### src/rtl/multicycle_ctrl.sv
// Multi-cycle control sequencer for the RV32I subset core.
// Shared ALU and unified memory port, memory watchdog, retire counter.
module multicycle_ctrl #(
  parameter int TIMEOUT_CYCLES = 16,
  parameter int CNT_W          = 32
) (
  input  logic             clk,
  input  logic             rst,
  input  logic [31:0]      instr,
  input  logic             zero,
  input  logic             mem_ready,
  output logic             mem_req,
  output logic             mem_we,
  output logic             addr_src,
  output logic             ir_we,
  output logic             pc_we,
  output logic             reg_write,
  output logic [1:0]       alu_src_a,
  output logic [1:0]       alu_src_b,
  output logic [2:0]       alu_ctrl,
  output logic [1:0]       imm_src,
  output logic [1:0]       result_src,
  output logic             err,
  output logic             instr_done,
  output logic [CNT_W-1:0] instr_count
);
  localparam int WD_W = $clog2(TIMEOUT_CYCLES + 2);

  typedef enum logic [3:0] {
    S_FETCH,
    S_DECODE,
    S_EXEC_R,
    S_EXEC_I,
    S_MEM_ADDR,
    S_MEM_RD,
    S_MEM_WR,
    S_WB_ALU,
    S_WB_MEM,
    S_BRANCH,
    S_JUMP,
    S_ERROR
  } state_t;

  state_t           r_state;
  state_t           w_next;
  logic [WD_W-1:0]  r_wd;
  logic [WD_W-1:0]  w_wd_inc;
  logic [CNT_W-1:0] r_cnt;
  logic             w_mem_st;
  logic             w_tmo;
  logic             w_retire;
  logic [6:0]       w_op;
  logic [2:0]       w_f3;
  logic             w_is_r;
  logic             w_is_addi;
  logic             w_is_ls;
  logic             w_is_br;
  logic             w_is_jal;

  assign w_op      = instr[6:0];
  assign w_f3      = instr[14:12];
  assign w_is_r    = (w_op == 7'b0110011)
                  && (w_f3 == 3'b000);
  assign w_is_addi = (w_op == 7'b0010011)
                  && (w_f3 == 3'b000);
  assign w_is_ls   = ((w_op == 7'b0000011)
                  || (w_op == 7'b0100011))
                  && (w_f3 == 3'b010);
  assign w_is_br   = (w_op == 7'b1100011)
                  && (w_f3[2:1] == 2'b00);
  assign w_is_jal  = (w_op == 7'b1101111);

  assign w_mem_st = (r_state == S_FETCH)
                 || (r_state == S_MEM_RD)
                 || (r_state == S_MEM_WR);

  // Wait cycle that would bring the count to the limit trips the watchdog.
  assign w_wd_inc = r_wd + 1'b1;
  assign w_tmo    = (TIMEOUT_CYCLES != 0) && !mem_ready
                 && (w_wd_inc == WD_W'(TIMEOUT_CYCLES));

  always_comb begin
    mem_req    = 1'b0;
    mem_we     = 1'b0;
    addr_src   = 1'b0;
    ir_we      = 1'b0;
    pc_we      = 1'b0;
    reg_write  = 1'b0;
    alu_src_a  = 2'b00;
    alu_src_b  = 2'b00;
    alu_ctrl   = 3'b000;
    imm_src    = 2'b00;
    result_src = 2'b00;
    err        = 1'b0;
    w_retire   = 1'b0;
    w_next     = r_state;
    if (!rst) begin
      unique case (r_state)
        S_FETCH: begin
          mem_req    = 1'b1;
          alu_src_b  = 2'b10;
          result_src = 2'b10;
          if (mem_ready) begin
            ir_we  = 1'b1;
            pc_we  = 1'b1;
            w_next = S_DECODE;
          end else if (w_tmo) begin
            w_next = S_ERROR;
          end
        end
        S_DECODE: begin
          alu_src_a = 2'b01;
          alu_src_b = 2'b01;
          imm_src   = 2'b10;
          unique case (1'b1)
            w_is_r:    w_next = S_EXEC_R;
            w_is_addi: w_next = S_EXEC_I;
            w_is_ls:   w_next = S_MEM_ADDR;
            w_is_br:   w_next = S_BRANCH;
            w_is_jal:  w_next = S_JUMP;
            default:   w_next = S_ERROR;
          endcase
        end
        S_EXEC_R: begin
          alu_src_a = 2'b10;
          alu_ctrl  = {2'b00, instr[30]};
          w_next    = S_WB_ALU;
        end
        S_EXEC_I: begin
          alu_src_a = 2'b10;
          alu_src_b = 2'b01;
          w_next    = S_WB_ALU;
        end
        S_MEM_ADDR: begin
          alu_src_a = 2'b10;
          alu_src_b = 2'b01;
          imm_src   = {1'b0, instr[5]};
          w_next    = instr[5] ? S_MEM_WR : S_MEM_RD;
        end
        S_MEM_RD: begin
          mem_req  = 1'b1;
          addr_src = 1'b1;
          if (mem_ready)  w_next = S_WB_MEM;
          else if (w_tmo) w_next = S_ERROR;
        end
        S_MEM_WR: begin
          mem_req  = 1'b1;
          mem_we   = 1'b1;
          addr_src = 1'b1;
          if (mem_ready) begin
            w_retire = 1'b1;
            w_next   = S_FETCH;
          end else if (w_tmo) begin
            w_next = S_ERROR;
          end
        end
        S_WB_ALU: begin
          reg_write = 1'b1;
          w_retire  = 1'b1;
          w_next    = S_FETCH;
        end
        S_WB_MEM: begin
          reg_write  = 1'b1;
          result_src = 2'b01;
          w_retire   = 1'b1;
          w_next     = S_FETCH;
        end
        S_BRANCH: begin
          alu_src_a = 2'b10;
          alu_ctrl  = 3'b001;
          pc_we     = instr[12] ? ~zero : zero;
          w_retire  = 1'b1;
          w_next    = S_FETCH;
        end
        S_JUMP: begin
          pc_we     = 1'b1;
          alu_src_a = 2'b01;
          alu_src_b = 2'b10;
          w_next    = S_WB_ALU;
        end
        S_ERROR: begin
          err = 1'b1;
        end
        default: w_next = S_ERROR;
      endcase
    end
    instr_done = w_retire;
  end

  always_ff @(posedge clk or posedge rst) begin
    if (rst) begin
      r_state <= S_FETCH;
      r_wd    <= '0;
      r_cnt   <= '0;
    end else begin
      r_state <= w_next;
      if (w_next != r_state)
        r_wd <= '0;
      else if (w_mem_st && !mem_ready)
        r_wd <= w_wd_inc;
      if (w_retire)
        r_cnt <= r_cnt + 1'b1;
    end
  end

  assign instr_count = r_cnt;

endmodule

### config.mk
export PLATFORM = sky130hd
export DESIGN_NAME = multicycle_ctrl
export DESIGN_NICKNAME = d
export VERILOG_FILES = /design/src/rtl/multicycle_ctrl.sv
export SDC_FILE = /design/constraint.sdc
export NUM_CORES = 1
export LEC_CHECK = 0
export CORE_MARGIN = 4
export CORE_UTILIZATION = 43
export CTS_BUF_LIST = sky130_fd_sc_hd__clkbuf_4 sky130_fd_sc_hd__clkbuf_8
export CTS_CLUSTER_DIAMETER = 40
export CTS_CLUSTER_SIZE = 8
export DETAILED_ROUTE_END_ITERATION = 7
export PLACE_DENSITY = 0.78
export SYNTH_ARGS = -nofsm -noshare
export SYNTH_HDL_FRONTEND = slang
export SYNTH_SLANG_ARGS = --single-unit
export TNS_END_PERCENT = 10
### constraint.sdc
create_clock -name clk -period 2.9 [get_ports clk]
set_input_delay 0.58 -clock clk [delete_from_list [all_inputs] [get_ports clk]]
set_output_delay 0.58 -clock clk [all_outputs]
set_load 0.01 [all_outputs]
# Word level (Yosys, flattened, before mapping)
# Index checks and enable logic that the tools add are counted.
# Widths: inputs -> output; s select.
[totals] inputBits=36 wordCells=87 output_inout_bits=51 rom_bits=0 reg_bits=41 n_memories=0 ramBits=0 latchBits=0
[op_classes] addsub=2 bitwise=1 n_reduce_logical=23 n_shift=0 div_mod_pow=0 mul=0 n_lt_le_gt_ge=0 muxes=38 n_eq_ne=20
[op_table] cell="$add 32x1->32 const B" n=1
[op_table] cell="$pmux 4 s8" n=1
[op_table] cell="$mux 4" n=5
[op_table] cell="$pmux 4 s5" n=1
[op_table] cell="$mux 1" n=17
[op_table] cell="$eq 4x3->1 const B" n=4
[op_table] cell="$eq 4x4->1 const B" n=4
[op_table] cell="$pmux 2 s2" n=4
[op_table] cell="$eq 7x6->1 const B" n=2
[op_table] cell="$eq 7x7->1 const B" n=2
[op_table] cell="$reduce_or 3->1" n=4
[op_table] cell="$mux 2" n=5
[op_table] cell="$mux 5" n=2
[op_table] cell="$eq 4x2->1 const B" n=2
[op_table] cell="$reduce_or 2->1" n=4
[op_table] cell="$eq 7x2->1 const B" n=1
[op_table] cell="$eq 7x5->1 const B" n=1
[op_table] cell="$logic_and 1x1->1" n=6
[op_table] cell="$add 5x1->5 const B" n=1
[op_table] cell="$eq 5x5->1 const B" n=1
[op_table] cell="$eq 4x1->1 const B" n=1
[op_table] cell="$logic_not 4->1" n=1
[op_table] cell="$ne 4x4->1" n=1
[op_table] cell="$pmux 1 s2" n=2
[op_table] cell="other kinds (9)" n=11

# Depth between registers and ports, before layout
[depth] depth_word=9 ltp_mapped=7

# Worst setup path after synthesis
# Ideal clock, no wire load.
[synth_timing] path_type="in2out" start="input port rst" end="output port alu_src_a[0]" t_arrival_ps=2380 path_stages=5 slack_ps=-60 cell_sequence="buf_4 clkinv_1 and3_1 nand2_1 nand2_1"
[synth_between] elab_chain_len=1
[synth_lines] item="start, declared" line="8" text="input logic rst,"
[synth_lines] item="$mux 2" line="97" text="if (!rst) begin"
[synth_lines] item="end, declared" line="18" text="output logic [1:0] alu_src_a,"
# No other way between the ends.

# Worst setup path in the final report
# Same ends and word-level chain as after synthesis.

==> out/metrics.cfg <==
[sta]
period_share_pct=96.8
fmax_mhz=356
drv_slew=0
rsz0062_at_grt=true
setup_slack_ns=0.0932
worst_pin_slew_ns=0.515
hold_viol_final=0
finalCriticalPeriod_ns=2.81
skew_ns=0.00294
setup_viol=0
max_slew_margin_pct=65.7

[place]
port_buffers=63
pre_cts_ws_ns=0.0357
gp_congestion=0.894
placedCellCount=441
hpwl_um=4980

[routing]
drtIter0Drc=120
dr.pass1.iters=4
ant_nets=0
via_per_inst=5.57
finalWirelength_um=6610
drt-wirelength-per-cell_um=14.8
drc=0
vias=2496

[logic_synthesis]
synthesis.instances=300
yosys_register_bits=41
synth.most_common_cell=dfrtp_1
synth_cell_type_count=57
synthesis.area_um2=2690
synth_edf_count=0
yosysTopAreaCellShare_pct=38.1
yosysWarnings=0
synth_area_leaders=dfrtp_1, xnor2_1, nand3_1, nor2_1, nand2_1
synth_commonest_cells=dfrtp_1, xnor2_1, nor2_1
async_reset_ff_share_pct=100
synthFlopType=dfrtp_1
syn_avg_cell_area_um2=8.98
synth_top_area_cell=dfrtp_1
yosysSeqAreaShare_pct=38.1

[cts]
cts_root_buf=clkbuf_8
cts_resized=0
post_cts_buffers=0
worst_skew_pair.late_latency_ns=0.28
cts_max_path_buffers=2
cts_buffers=5
clk_pin_slew_ns=0.08
cts.sinks=41
cts-hold-fix-buffers=0
htreeDepth=2
cts_tree=done

[pwr]
total_power_mw=2.41
pwr_density_cell_nw_per_um2=671
total_leakage_power_nw=1.47
peakVddDrop_uv=450

[worst_setup_path]
cp_data_arrival_time_ns=2.23
startpoint=rst
critPathMaxFanout=12
cp-start-kind=primary input
crit_required_ns=2.32
crit_type=primary input to primary output
crit_path_end_kind=primary output
ff2ff_setup_slack_ns=0.83
r2r_start=r_state[3]

[grt]
antenna_found_initial=0
grt_pass1_wl_um=11400
grt_pass1_vias=2357
grt-ovfl-total=0
grt_max_degree=42
gr-usage-all-layers_pct=18.4

[final_layout]
seqCellArea_um2=1030
fin_cells=448
diodes=0
fillers=513
syn_to_final_growth_pct=33.4
multiInputGateArea_um2=1550
fin_nets=412
layout-drive-gt1-share_pct=12.9

[min_path]
hp-start=instr_count[29]
hold_class=register to register

[floorplanning]
dieHeight_um=87.1
ios=87
core_um2=5990
dieArea_um2=7590
die_x_um=87.1
rows=28
initial_core_util_pct=44.9

[status]
outcome=completed

[job]
cap_violations=0

[per-stage QoR]
| stage | hold slack, ns | TNS, ns | utilization (%) | area [um^2] |
|---|---|---|---|---|
| final | 0.491 | 0 | 60.0 | 3590 |
| after global routing | 0.522 | -0.000452 | 60.0 | 3590 |
| after CTS | 0.499 | 0 | 59.7 | 3580 |
| after detailed placement | 0.481 | 0 | 58.0 | 3470 |
| after global placement | 0.474 | 0 | 58.0 | 3470 |
| after floorplan | 0.508 | 0 | - | 2700 |
[state kept, by name, indices dropped and copies added, names as in the netlist]
register	cells
instr_count	32
r_state	4
r_wd	5
[cells in the final DEF, fill, tap and decap left out, drive strengths merged, types with 3 or more instances in the layout]
cell	instances
ha	3
a21oi	14
nand4	14
or3	4
nand3	21
nor2b	5
nand2	24
buf	20
and3	11
and4	3
a31oi	3
xor2	9
nor2	27
a2111o	3
inv	10
nor3	15
clkbuf	5
clkdlybuf4s50	63
xnor2	31
dfrtp	41
o21ai	4
[critical path, cell delays in order]
cell and delay [ns]:
clkdlybuf4s50_1 0.40, buf_4 0.19, inv_4 0.13, and3_1 0.22
nand2_1 0.09, nand2_1 0.08, clkdlybuf4s50_1 0.54
[final cells by class]
type,count,area share [%]
timing repair buffer,83,21.7
inverter,10,1.11
clock inverter,2,0.975
sequential,41,28.6
tap,75,2.61
clock buffer,5,1.92
multi-input combinational,232,43.0
[report_power, final]
group | internal [mW] | switching, mW | total [mW] | leakage, nW
logic | 0.574 | 0.631 | 1.20 | 0.864
registers | 0.640 | 0.124 | 0.763 | 0.549
clock network | 0.250 | 0.193 | 0.443 | 0.0540
total | 1.46 | 0.947 | 2.41 | 1.47
[metal layers]
layer | vias up | global-route usage, % | wire length [um]
li1 | 1219 | - | -
met1 | 1192 | 26.2 | 3040
met2 | 78 | 28.8 | 3090
met3 | 7 | 4.07 | 413
met4 | 0 | 3.91 | 59
met5 | - | 0 | 0
[worst paths after layout]
path | endpoint | cells past startpoint
min in group asynchronous | r_wd[1] | 3
setup / recovery | alu_src_a[0] | 7
setup reg to reg | r_wd[1] | 7
hold / removal | instr_count[29] | 1
max in group asynchronous | r_state[0] | 4
hold reg to reg | instr_count[29] | 1
[kinds of logic (layout without fill, tap and decap cells)]
kind of cell | after synthesis | after routing | share of synthesized area [%]
other cells | 1 | 2 | 0.139
simple gates | 138 | 138 | 27.7
flops | 41 | 41 | 38.1
buf+inv | 28 | 100 | 5.06
mux | 3 | 3 | 1.21
compound gates | 46 | 46 | 13.4
fa+ha+maj | 3 | 3 | 1.39
xor+xnor | 40 | 40 | 13.0
No activity file was read; power rests on OpenSTA's default activity.
